[src/rtl/stc0_readback_pkg.sv]
// Shared definitions for stc0_readback: RM_RDBK region decode, register offsets, CTRL bit positions.
// No logic of its own; the region sits in WriteAddr/ReadAddr[23:16], the register offset in [15:2].
// Backpressure: not applicable.
package stc0_readback_pkg;

    localparam int RMH = 23;
    localparam int RML = 16;
    localparam int RAW = RML - 2;

    localparam logic [RMH-RML:0] RM_RDBK = 8'hA5;

    typedef enum logic [RAW-1:0] {
        RA_RDBK_CTRL   = 14'h0000,
        RA_RDBK_CAPLEN = 14'h0001,
        RA_RDBK_STATUS = 14'h0002,
        RA_RDBK_COUNT  = 14'h0003,
        RA_RDBK_APOP   = 14'h0004,
        RA_RDBK_BPOP   = 14'h0005,
        RA_RDBK_APEEK  = 14'h0006,
        RA_RDBK_BPEEK  = 14'h0007
    } rdbk_reg_e;

    localparam int RB_RDBKCTRL_CAPEN = 0;
    localparam int RB_RDBKCTRL_FLUSH = 1;

    function automatic logic in_rdbk_region(input logic [23:2] addr);
        return addr[RMH:RML] == RM_RDBK;
    endfunction

    function automatic logic [RAW-1:0] reg_offset(input logic [23:2] addr);
        return addr[RML-1:2];
    endfunction

endpackage

[src/rtl/stc0_sync_fifo.sv]
// Single-clock FIFO with push/pop/flush; head is the current read word (first-word fall-through).
// Latency: a pushed word is visible at head the cycle after the push when the FIFO was empty.
// Backpressure: none; push while full (without pop) is dropped, the caller flags overflow.
module stc0_sync_fifo #(
    parameter int WIDTH      = 32,
    parameter int DEPTH_LOG2 = 5
) (
    input  logic                  clk,
    input  logic                  rst,
    input  logic                  push,
    input  logic [WIDTH-1:0]      push_dat,
    input  logic                  pop,
    input  logic                  flush,
    output logic [WIDTH-1:0]      head,
    output logic [DEPTH_LOG2:0]   level,
    output logic                  full,
    output logic                  empty
);
    localparam int DEPTH = 1 << DEPTH_LOG2;
    localparam logic [DEPTH_LOG2:0] FULL_LVL = (DEPTH_LOG2 + 1)'(DEPTH);

    logic [WIDTH-1:0]      mem_q [DEPTH];
    logic [DEPTH_LOG2-1:0] wr_ptr_q, wr_ptr_d;
    logic [DEPTH_LOG2-1:0] rd_ptr_q, rd_ptr_d;
    logic [DEPTH_LOG2:0]   level_q, level_d;
    logic                  do_push, do_pop;

    assign full  = (level_q == FULL_LVL);
    assign empty = (level_q == '0);
    assign level = level_q;
    assign head  = mem_q[rd_ptr_q];

    // A pop frees a slot for a same-cycle push; on an empty FIFO both pointers advance so the level stays 0.
    always_comb begin
        do_push  = push && !flush && (!full || pop);
        do_pop   = pop && !flush && (!empty || push);
        wr_ptr_d = wr_ptr_q;
        rd_ptr_d = rd_ptr_q;
        level_d  = level_q;
        if (flush) begin
            wr_ptr_d = '0;
            rd_ptr_d = '0;
            level_d  = '0;
        end else begin
            if (do_push) wr_ptr_d = wr_ptr_q + 1'b1;
            if (do_pop)  rd_ptr_d = rd_ptr_q + 1'b1;
            level_d = level_q + {{DEPTH_LOG2{1'b0}}, do_push} - {{DEPTH_LOG2{1'b0}}, do_pop};
        end
    end

    always_ff @(posedge clk) begin
        if (rst) begin
            wr_ptr_q <= '0;
            rd_ptr_q <= '0;
            level_q  <= '0;
        end else begin
            wr_ptr_q <= wr_ptr_d;
            rd_ptr_q <= rd_ptr_d;
            level_q  <= level_d;
        end
    end

    always_ff @(posedge clk) begin
        if (do_push) mem_q[wr_ptr_q] <= push_dat;
    end

endmodule

[src/rtl/stc0_readback.sv]
// Captures FFT port A/B samples into two FIFOs and returns them as a bus read responder in RM_RDBK.
// Latency: ReadReq in cycle N answers with ReadDataValid/ReadData in N+1; optional STC0_RDBK_PEEK_EN adds APEEK/BPEEK.
// Backpressure: none on ingress; pushes into a full FIFO are dropped and set a sticky overflow bit.
module stc0_readback
    import stc0_readback_pkg::*;
#(
    parameter int DATA_WIDTH      = 16,
    parameter int FIFO_DEPTH_LOG2 = 5
) (
    input  logic                    Clk,
    input  logic                    Rst,
    input  logic [DATA_WIDTH*2-1:0] AIngress,
    input  logic                    AIngressValid,
    input  logic [DATA_WIDTH*2-1:0] BIngress,
    input  logic                    BIngressValid,
    input  logic [23:2]             WriteAddr,
    input  logic [31:0]             WriteData,
    input  logic                    WriteDataValid,
    input  logic [23:2]             ReadAddr,
    input  logic                    ReadReq,
    output logic [31:0]             ReadData,
    output logic                    ReadDataValid,
    output logic                    CaptureDone
);
    localparam int SW = DATA_WIDTH * 2;
    localparam int LW = FIFO_DEPTH_LOG2 + 1;

    logic [SW-1:0]  a_head, b_head;
    logic [LW-1:0]  a_level, b_level;
    logic           a_full, a_empty, b_full, b_empty;

    logic           wr_hit, rd_hit;
    logic [RAW-1:0] wr_reg, rd_reg;
    logic           a_pop, b_pop, flush, cap_active;
    logic           a_push, b_push, a_acc, a_ovf_evt, b_ovf_evt;

    logic           capen_q, capen_d;
    logic           done_q, done_d;
    logic           a_ovf_q, a_ovf_d, b_ovf_q, b_ovf_d;
    logic [31:0]    caplen_q, caplen_d;
    logic [31:0]    count_q, count_d;
    logic [31:0]    rdata_q, rdata_d;
    logic           rvld_q, rvld_d;

    always_comb begin
        wr_hit     = WriteDataValid && in_rdbk_region(WriteAddr);
        rd_hit     = ReadReq && in_rdbk_region(ReadAddr);
        wr_reg     = reg_offset(WriteAddr);
        rd_reg     = reg_offset(ReadAddr);
        a_pop      = rd_hit && (rd_reg == RA_RDBK_APOP);
        b_pop      = rd_hit && (rd_reg == RA_RDBK_BPOP);
        flush      = wr_hit && (wr_reg == RA_RDBK_CTRL) && WriteData[RB_RDBKCTRL_FLUSH];
        cap_active = capen_q && !done_q;
        a_push     = cap_active && AIngressValid;
        b_push     = cap_active && BIngressValid;
        a_acc      = a_push && !flush && (!a_full || a_pop);
        a_ovf_evt  = a_push && !flush && a_full && !a_pop;
        b_ovf_evt  = b_push && !flush && b_full && !b_pop;
    end

    stc0_sync_fifo #(.WIDTH(SW), .DEPTH_LOG2(FIFO_DEPTH_LOG2)) u_fifo_a (
        .clk      (Clk),
        .rst      (Rst),
        .push     (a_push),
        .push_dat (AIngress),
        .pop      (a_pop),
        .flush    (flush),
        .head     (a_head),
        .level    (a_level),
        .full     (a_full),
        .empty    (a_empty)
    );

    stc0_sync_fifo #(.WIDTH(SW), .DEPTH_LOG2(FIFO_DEPTH_LOG2)) u_fifo_b (
        .clk      (Clk),
        .rst      (Rst),
        .push     (b_push),
        .push_dat (BIngress),
        .pop      (b_pop),
        .flush    (flush),
        .head     (b_head),
        .level    (b_level),
        .full     (b_full),
        .empty    (b_empty)
    );

    // Control and capture state; a CAPTURE_EN 0->1 write restarts counting and overrides the done-clear.
    always_comb begin
        capen_d  = done_q ? 1'b0 : capen_q;
        caplen_d = caplen_q;
        count_d  = count_q;
        done_d   = done_q;
        a_ovf_d  = a_ovf_q;
        b_ovf_d  = b_ovf_q;

        if (a_acc) begin
            count_d = count_q + 32'd1;
            if ((caplen_q != 32'd0) && (count_q + 32'd1 == caplen_q)) done_d = 1'b1;
        end

        if (wr_hit && (wr_reg == RA_RDBK_CTRL)) begin
            capen_d = WriteData[RB_RDBKCTRL_CAPEN];
            if (WriteData[RB_RDBKCTRL_CAPEN] && !capen_q) begin
                count_d = 32'd0;
                done_d  = 1'b0;
            end
        end
        if (wr_hit && (wr_reg == RA_RDBK_CAPLEN)) caplen_d = WriteData;

        if (rd_hit && (rd_reg == RA_RDBK_STATUS)) begin
            a_ovf_d = 1'b0;
            b_ovf_d = 1'b0;
        end
        if (a_ovf_evt) a_ovf_d = 1'b1;
        if (b_ovf_evt) b_ovf_d = 1'b1;
    end

    always_comb begin
        rvld_d  = rd_hit;
        rdata_d = '0;
        if (rd_hit) begin
            case (rd_reg)
                RA_RDBK_CTRL:   rdata_d[RB_RDBKCTRL_CAPEN] = capen_q;
                RA_RDBK_CAPLEN: rdata_d = caplen_q;
                RA_RDBK_STATUS: begin
                    rdata_d[16 +: LW] = b_level;
                    rdata_d[8 +: LW]  = a_level;
                    rdata_d[3]        = b_empty;
                    rdata_d[2]        = a_empty;
                    rdata_d[1]        = b_ovf_q;
                    rdata_d[0]        = a_ovf_q;
                end
                RA_RDBK_COUNT:  rdata_d = count_q;
                RA_RDBK_APOP:   if (!a_empty) rdata_d[SW-1:0] = a_head;
                RA_RDBK_BPOP:   if (!b_empty) rdata_d[SW-1:0] = b_head;
`ifdef STC0_RDBK_PEEK_EN
                RA_RDBK_APEEK:  if (!a_empty) rdata_d[SW-1:0] = a_head;
                RA_RDBK_BPEEK:  if (!b_empty) rdata_d[SW-1:0] = b_head;
`endif
                default:        rdata_d = '0;
            endcase
        end
    end

    always_ff @(posedge Clk) begin
        if (Rst) begin
            capen_q  <= 1'b0;
            done_q   <= 1'b0;
            a_ovf_q  <= 1'b0;
            b_ovf_q  <= 1'b0;
            caplen_q <= '0;
            count_q  <= '0;
            rdata_q  <= '0;
            rvld_q   <= 1'b0;
        end else begin
            capen_q  <= capen_d;
            done_q   <= done_d;
            a_ovf_q  <= a_ovf_d;
            b_ovf_q  <= b_ovf_d;
            caplen_q <= caplen_d;
            count_q  <= count_d;
            rdata_q  <= rdata_d;
            rvld_q   <= rvld_d;
        end
    end

    assign ReadData      = rdata_q;
    assign ReadDataValid = rvld_q;
    assign CaptureDone   = done_q;

endmodule

[config.mk]
export PLATFORM = sky130hd
export DESIGN_NAME = stc0_readback
export DESIGN_NICKNAME = d
export VERILOG_FILES = /design/src/rtl/stc0_readback_pkg.sv /design/src/rtl/stc0_sync_fifo.sv /design/src/rtl/stc0_readback.sv
export SDC_FILE = /design/constraint.sdc
export NUM_CORES = 2
export LEC_CHECK = 0
export CORE_MARGIN = 8
export CORE_UTILIZATION = 50
export CTS_CLUSTER_DIAMETER = 150
export DETAILED_ROUTE_END_ITERATION = 16
export PLACE_DENSITY = 0.66
export SYNTH_ARGS = -nofsm -noshare
export SYNTH_HDL_FRONTEND = slang
export SYNTH_SLANG_ARGS = --single-unit
export TNS_END_PERCENT = 10
[constraint.sdc]
create_clock -name Clk -period 9.72 [get_ports Clk]
set_input_delay 1.944 -clock Clk [delete_from_list [all_inputs] [get_ports Clk]]
set_output_delay 1.944 -clock Clk [all_outputs]
set_load 0.005 [all_outputs]
* Yosys cells after proc, flatten, opt, wreduce, memory -nomap -nowiden *
Memory sizes are Yosys's and may differ from the RTL's. A register that Yosys moved wholly into a read port is not among the register bits.
Cells that the tools add are included.

operators by class
  add/subtract/negate cells = 9
  multipliers = 0
  div/mod/pow operators = 0
  $lt $le $gt $ge = 0
  equal/unequal tests = 11
  shift operators = 0
  multiplexer cells = 29
  bitwise operators = 1
  reductions and logical operators = 48

operators with widths
  operator                                         count
  two-way mux 32 bit                               5
  case mux 6 bit (5 select lines)                  2
  case mux 10 bit (4 select lines)                 1
  adder 32 x 1 -> 32 bit (second input constant)   1
  == test 32 bit                                   1
  nonzero test 32 bit                              1
  == test 14 x 1 -> 1 bit (second input constant)  2
  == test 14 x 2 -> 1 bit (second input constant)  2
  == test 14 x 3 -> 1 bit (second input constant)  2
  zero test 14 bit                                 2
  logical AND 1 bit                                25
  adder 5 x 1 -> 5 bit (second input constant)     4
  two-way mux 5 bit                                4
  == test 8 bit (second input constant)            2
  case mux 4 bit (4 select lines)                  1
  case mux 3 bit (5 select lines)                  1
  two-way mux 1 bit                                13
  adder 6 x 1 -> 6 bit                             2
  == test 6 bit (second input constant)            2
  zero test 6 bit                                  2
  subtractor 6 x 1 -> 6 bit                        2
  zero test 1 bit                                  9
  case mux 2 bit (4 select lines)                  1
  case mux 1 bit (6 select lines)                  1
  other kinds (4)                                  10

storage, ports and cells
  bits in registers = 133
  bits in latches = 0
  bits in writable memories = 2,048
  memory bits (read-only) = 0
  bits of input ports = 146
  output and inout bits = 34
  word-level logic and storage cells = 114
  memories kept = 2

memories
  name            depth  bits a word  rd ports  clocked after Yosys merged registers in  wr ports  RTL line              source
  u_fifo_a.mem_q  32     32           1         1                                        1         stc0_sync_fifo.sv:22  logic [WIDTH-1:0] mem_q [DEPTH];
  u_fifo_b.mem_q  32     32           1         1                                        1         stc0_sync_fifo.sv:22

* Longest topological paths before layout *
  word-level depth = 10
  depth in mapped cells = 17
  depth with buffers taken out = 17

* Cells and area by module *
Synthesis repeated with hierarchy kept, for this count alone.

second synthesis, totals
  cell total of the unflattened synthesis = 4,759
  area total of the unflattened synthesis = 86,364.1 um^2

by module, submodules not included
  module                     times used  cells an instance  area an instance (um^2)  sequential area each (um^2)
  stc0_sync_fifo (u_fifo_b)  1           2,049              40,368.7                 31,169.9
  stc0_sync_fifo (u_fifo_a)  1           2,047              40,361.2                 31,169.9
  stc0_readback              1           663                5,634.2                  2,021.9

* Worst setup path after synthesis *
No wires, ideal clock.

  path type = input -> register
  start = input ReadAddr[2] in the netlist's numbering
  end = memory u_fifo_a.mem_q[20][0], enable pin
  setup time = 0.421 ns
  arrival = 4.879 ns
  slack = 4.419 ns
  stages on the path = 10
  path buffers = 3
  path through = buf_6 > nor4_2 > nand4_1 > o211ai_2 > or3b_4 > inv_2 > buf_4 > buf_6 > nand2_2 > nor2_1

on the way
  word-level cells in the longest chain between the ends = 6

RTL lines
  item                                     RTL line              source
  start, declared                          stc0_readback.sv:19   input logic [23:2] ReadAddr,
  == test 14 x 3 -> 1 bit                  stc0_readback.sv:50   a_pop = rd_hit && (rd_reg == RA_RDBK_APOP);
  logical AND 1 bit                        stc0_readback.sv:50
  logical OR 1 bit                         n/a
  logical AND 1 bit                        n/a
  via a_acc                                stc0_readback.sv:35   logic a_push, b_push, a_acc, a_ovf_evt, b_ovf_evt;
  two-way mux 1 bit                        stc0_sync_fifo.sv:64  if (do_push) mem_q[wr_ptr_q] <= push_dat;
  two-way mux 1 bit (not written as such)  stc0_sync_fifo.sv:64
  end, declared                            stc0_sync_fifo.sv:22

The timed path passes the listed nets, and every way through them passes these cells.

* Worst setup path in the final report *
  start = input ReadAddr[2] in the netlist's numbering
  end = memory u_fifo_b.mem_q[17][22], enable pin

on the way
  word-level cells in the longest chain between the ends = 6

RTL lines
  item                                     RTL line              source
  == test 14 x 3 -> 1 bit                  stc0_readback.sv:51   b_pop = rd_hit && (rd_reg == RA_RDBK_BPOP);
  logical AND 1 bit                        stc0_readback.sv:51
  logical OR 1 bit                         stc0_sync_fifo.sv:35  do_push = push && !flush && (!full || pop);
  logical AND 1 bit                        stc0_sync_fifo.sv:35
  via u_fifo_b.do_push                     stc0_sync_fifo.sv:26  logic do_push, do_pop;
  two-way mux 1 bit                        stc0_sync_fifo.sv:64
  two-way mux 1 bit (not written as such)  stc0_sync_fifo.sv:64
  end, declared                            stc0_sync_fifo.sv:22

The timed path passes the listed nets, and every way through them passes these cells.

==> key figures <==
Status
  – Outcome: finished clean

Cells and area
  – Area growth, synth to finish: 13.7%
  – Util after Layout: 0.570
  – Share of post-route cells with drive strength above 1: 0.263
  – Area used by sequential logic in the layout: 64,400 um^2
  – Count of nets after finishing: 4,467
  – Combined area of the multi-input logic cells: 20,500 um^2
  – Layout filler cell count: 12,358

Setup path
  – Required time at the worst-slack endpoint: 10,160 ps
  – Critical-path maximum fanout: 35
  – Worst setup EP type: flop
  – Crit Path Category: in2reg
  – Launching element type of the critical path: primary input
  – Arrival @ worst endpoint: 6330 ps

Clock network
  – Total clock sinks: 2,191
  – Setup Fix Bufs, Post-CTS: 0
  – CTS-repair resized insts: 0
  – # hold bufs at CTS: 0
  – Source-to-sink clock delay at the later pin of the worst-skew pair: 870 ps
  – Max Root-Sink Buffers: 3
  – H-tree levels: 4
  – Clock-pin slew on the worst setup and hold paths: 60 ps
  – CTS tree: built
  – TritonCTS buffer count: 214
  – Root Driver: clkbuf_16

Detailed routing
  – Drt total wl: 214 mm
  – Total number of vias: 41,986
  – DRC errors left: 0
  – Drt first-iter violations: 5,372
  – Post-route antenna net violation count: 0
  – 1st-pass router iterations: 8
  – WL/cell: 31.8 um
  – Detail-routed via count per cell: 6.26

Pwr
  – Clock network power share: 0.438
  – Share of total power in sequential cells: 0.549
  – Max IR drop VDD: 0.197 mV
  – Switching Share: 0.201
  – Power spent charging and discharging nets: 0.00377 W
  – Total power: 0.0188 W
  – Total power divided by cell area: 193 nW/um^2
  – Power Internal: 0.0150 W
  – Fraction of power consumed by combinational cells: 0.014
  – Leakage component of the power: 28.9 nW

STA
  – Max-slew headroom: 0.121
  – Setup repair after global routing missed its margin: no
  – Final Hold Slack: 515 ps
  – Worst clock skew: 46.7 ps
  – Transition at the pin with the smallest max-transition slack: 1320 ps
  – Max Freq: 170 MHz
  – Shortest period the worst path allows: 5890 ps
  – Part of the cycle the worst path needs: 0.606
  – Accumulated negative setup slack: 0 ps
  – Final-report max-slew violation count: 0
  – Total of endpoints with negative setup slack in the final report: 0
  – Number of failing hold endpoints at the final stage: 0

Floorplan
  – Area enclosed by the die boundary: 185,000 um^2
  – Horizontal die dimension: 430 um
  – I/O Pins: 180
  – Effective utilization at floorplan: 0.501
  – Total number of placement rows: 152
  – Core Box Area: 171,000 um^2
  – Die extent in y: 430 um

Global routing
  – GR peak layer: met2
  – Maximum number of pins on one net before global-route repair: 149
  – GRT met3 Usage: 0.0416
  – Global-route wire length before repair: 306 mm
  – Met2 track demand over resource in global routing: 0.358
  – Initial antenna violation count: 18
  – Tot GR Track Use: 0.228
  – GRT met1 Usage: 0.334
  – GR Overflow Total: 0
  – Via count of the first global-routing pass: 41,284

Logic synthesis
  – Syn. warnings: 0
  – Fraction of post-synthesis cell area in the top cell type by area: 0.718
  – Distinct cell type count after synthesis: 74
  – Count of flip-flops with a built-in enable after synthesis: 2,048
  – Number of flip-flops and latches in the synthesized netlist: 2,191
  – Syn Inst Count: 4,017
  – Post-synth top flop: edfxtp_1
  – Yosys top cell by area: edfxtp_1
  – Average size of a mapped cell: 21.3 um^2
  – Cell Area, Synth: 85,600 um^2
  – Share of async-settable or async-resettable flops after synthesis: 0
  – Largest cells by area after synthesis: edfxtp_1 72%, mux4_2 16%, dfxtp_1 3.3%
  – Sequential share of the synthesized area: 0.752
  – Post-Synthesis Net Count: 4,194

Hold path
  – Hold Path Class: reg2reg

Placement
  – Sum of net half-perimeters after detailed placement: 131 mm
  – Gpl congestion: 0.878
  – # port buffers: 179

Job
  – Total of max-cap violations: 0
-- flip-flops by register name (all words and copies together) (netlist names), named ones only --
name               count
u_fifo_b.wr_ptr_q      5
ReadDataValid          1
ReadData              32
b_ovf_q                1
u_fifo_b.level         6
u_fifo_b.mem_q      1024
CaptureDone            1
u_fifo_a.rd_ptr_q      5
caplen_q              32
u_fifo_b.rd_ptr_q      5
count_q               32
a_ovf_q                1
u_fifo_a.mem_q      1024
u_fifo_a.level         6
capen_q                1
u_fifo_a.wr_ptr_q      5
-- path summary, 6_finish.rpt --
check | slack (ps) | cells past startpoint | start | to
setup / recovery | 3830 | 9 | ReadAddr[2] | u_fifo_b.mem_q[17][22]
hold / removal | 510 | 2 | a_ovf_q | a_ovf_q
setup reg to reg | 5300 | 8 | flop | ReadData[2]
hold reg to reg | 510 | 2 | a_ovf_q | a_ovf_q
-- per-layer routing --
layer,up-vias,part of all wire
met4,6,0.025
met2,2057,0.48
met5,-,0.00018
met1,22370,0.41
met3,298,0.087
li1,17255,-
-- cell usage in the layout, fill, tap and decap left out, types with 63 or more instances in the layout --
| cell | instances |
|---|---|
| buf_4 | 93 |
| clkbuf_16 | 214 |
| clkdlybuf4s50_1 | 162 |
| dfxtp_1 | 133 |
| edfxtp_1 | 2048 |
| mux2i_1 | 80 |
| mux4_2 | 612 |
| nand2_1 | 167 |
| nor2_1 | 109 |
| nor2_4 | 63 |
-- cells by family after synthesis --
logic type,share of synthesized area
adder cells (fa/ha/maj),0.00470
multiplexers,0.175
XOR/XNOR,0.00931
AO/OA/AOI/OAI,0.0163
AND/OR/NAND/NOR,0.0288
flip-flops,0.752
buffers and inverters,0.0143
-- metrics by stage --
stage          instance area [um^2]  setup slack (ps)  instances
2_1_floorplan                 85600              4420       4017
3_3_place_gp                  90400              3140       6307
3_5_place_dp                  90400              3080       6307
4_1_cts                       97400              3940       6706
5_1_grt                       97400              3700       6707
6_report                      97400              3830       6710
-- critical path, cell delays in order --
cell	delay, ps
clkdlybuf4s50_1	460
buf_4	310
nor2b_1	970
nand2_1	230
o31a_1	340
nor3_4	120
buf_4	240
nand2_1	470
nor2_4	1170
-- power groups by stage --
stage	clock network (W)	logic, W	registers, W
2_1_floorplan	0	0.0000167	0.0105
3_3_place_gp	0	0.000248	0.0105
3_5_place_dp	0	0.000256	0.0105
4_1_cts	0.00829	0.000256	0.0103
5_1_grt	0.00865	0.000267	0.0103
6_report	0.00821	0.000254	0.0103
-- Yosys cell counts, drive strengths merged (12+ instances only) --
master / count
mux4: 612
edfxtp: 2048
buf: 126
or3: 14
mux2i: 80
mux2: 36
nand3: 17
nand2: 172
a31oi: 20
xor2: 44
nor2: 172
o221a: 12
a21oi: 58
nor4: 27
dfxtp: 143
clkbuf: 95
inv: 33
a22oi: 15
nor3: 27
ha: 29
nand4: 29
a221oi: 29
xnor2: 47
o21ai: 55
-- final cells by class --
class / instances / area share
well taps: 2233 / 0.0287
multi-input cells: 1572 / 0.211
diodes: 4 / 0.000103
flip-flops and latches: 2191 / 0.661
inverters: 33 / 0.00127
clock inverters: 126 / 0.0139
repair buffers: 278 / 0.0259
clock buffers: 273 / 0.0582
(Power assumes the default switching activity.)
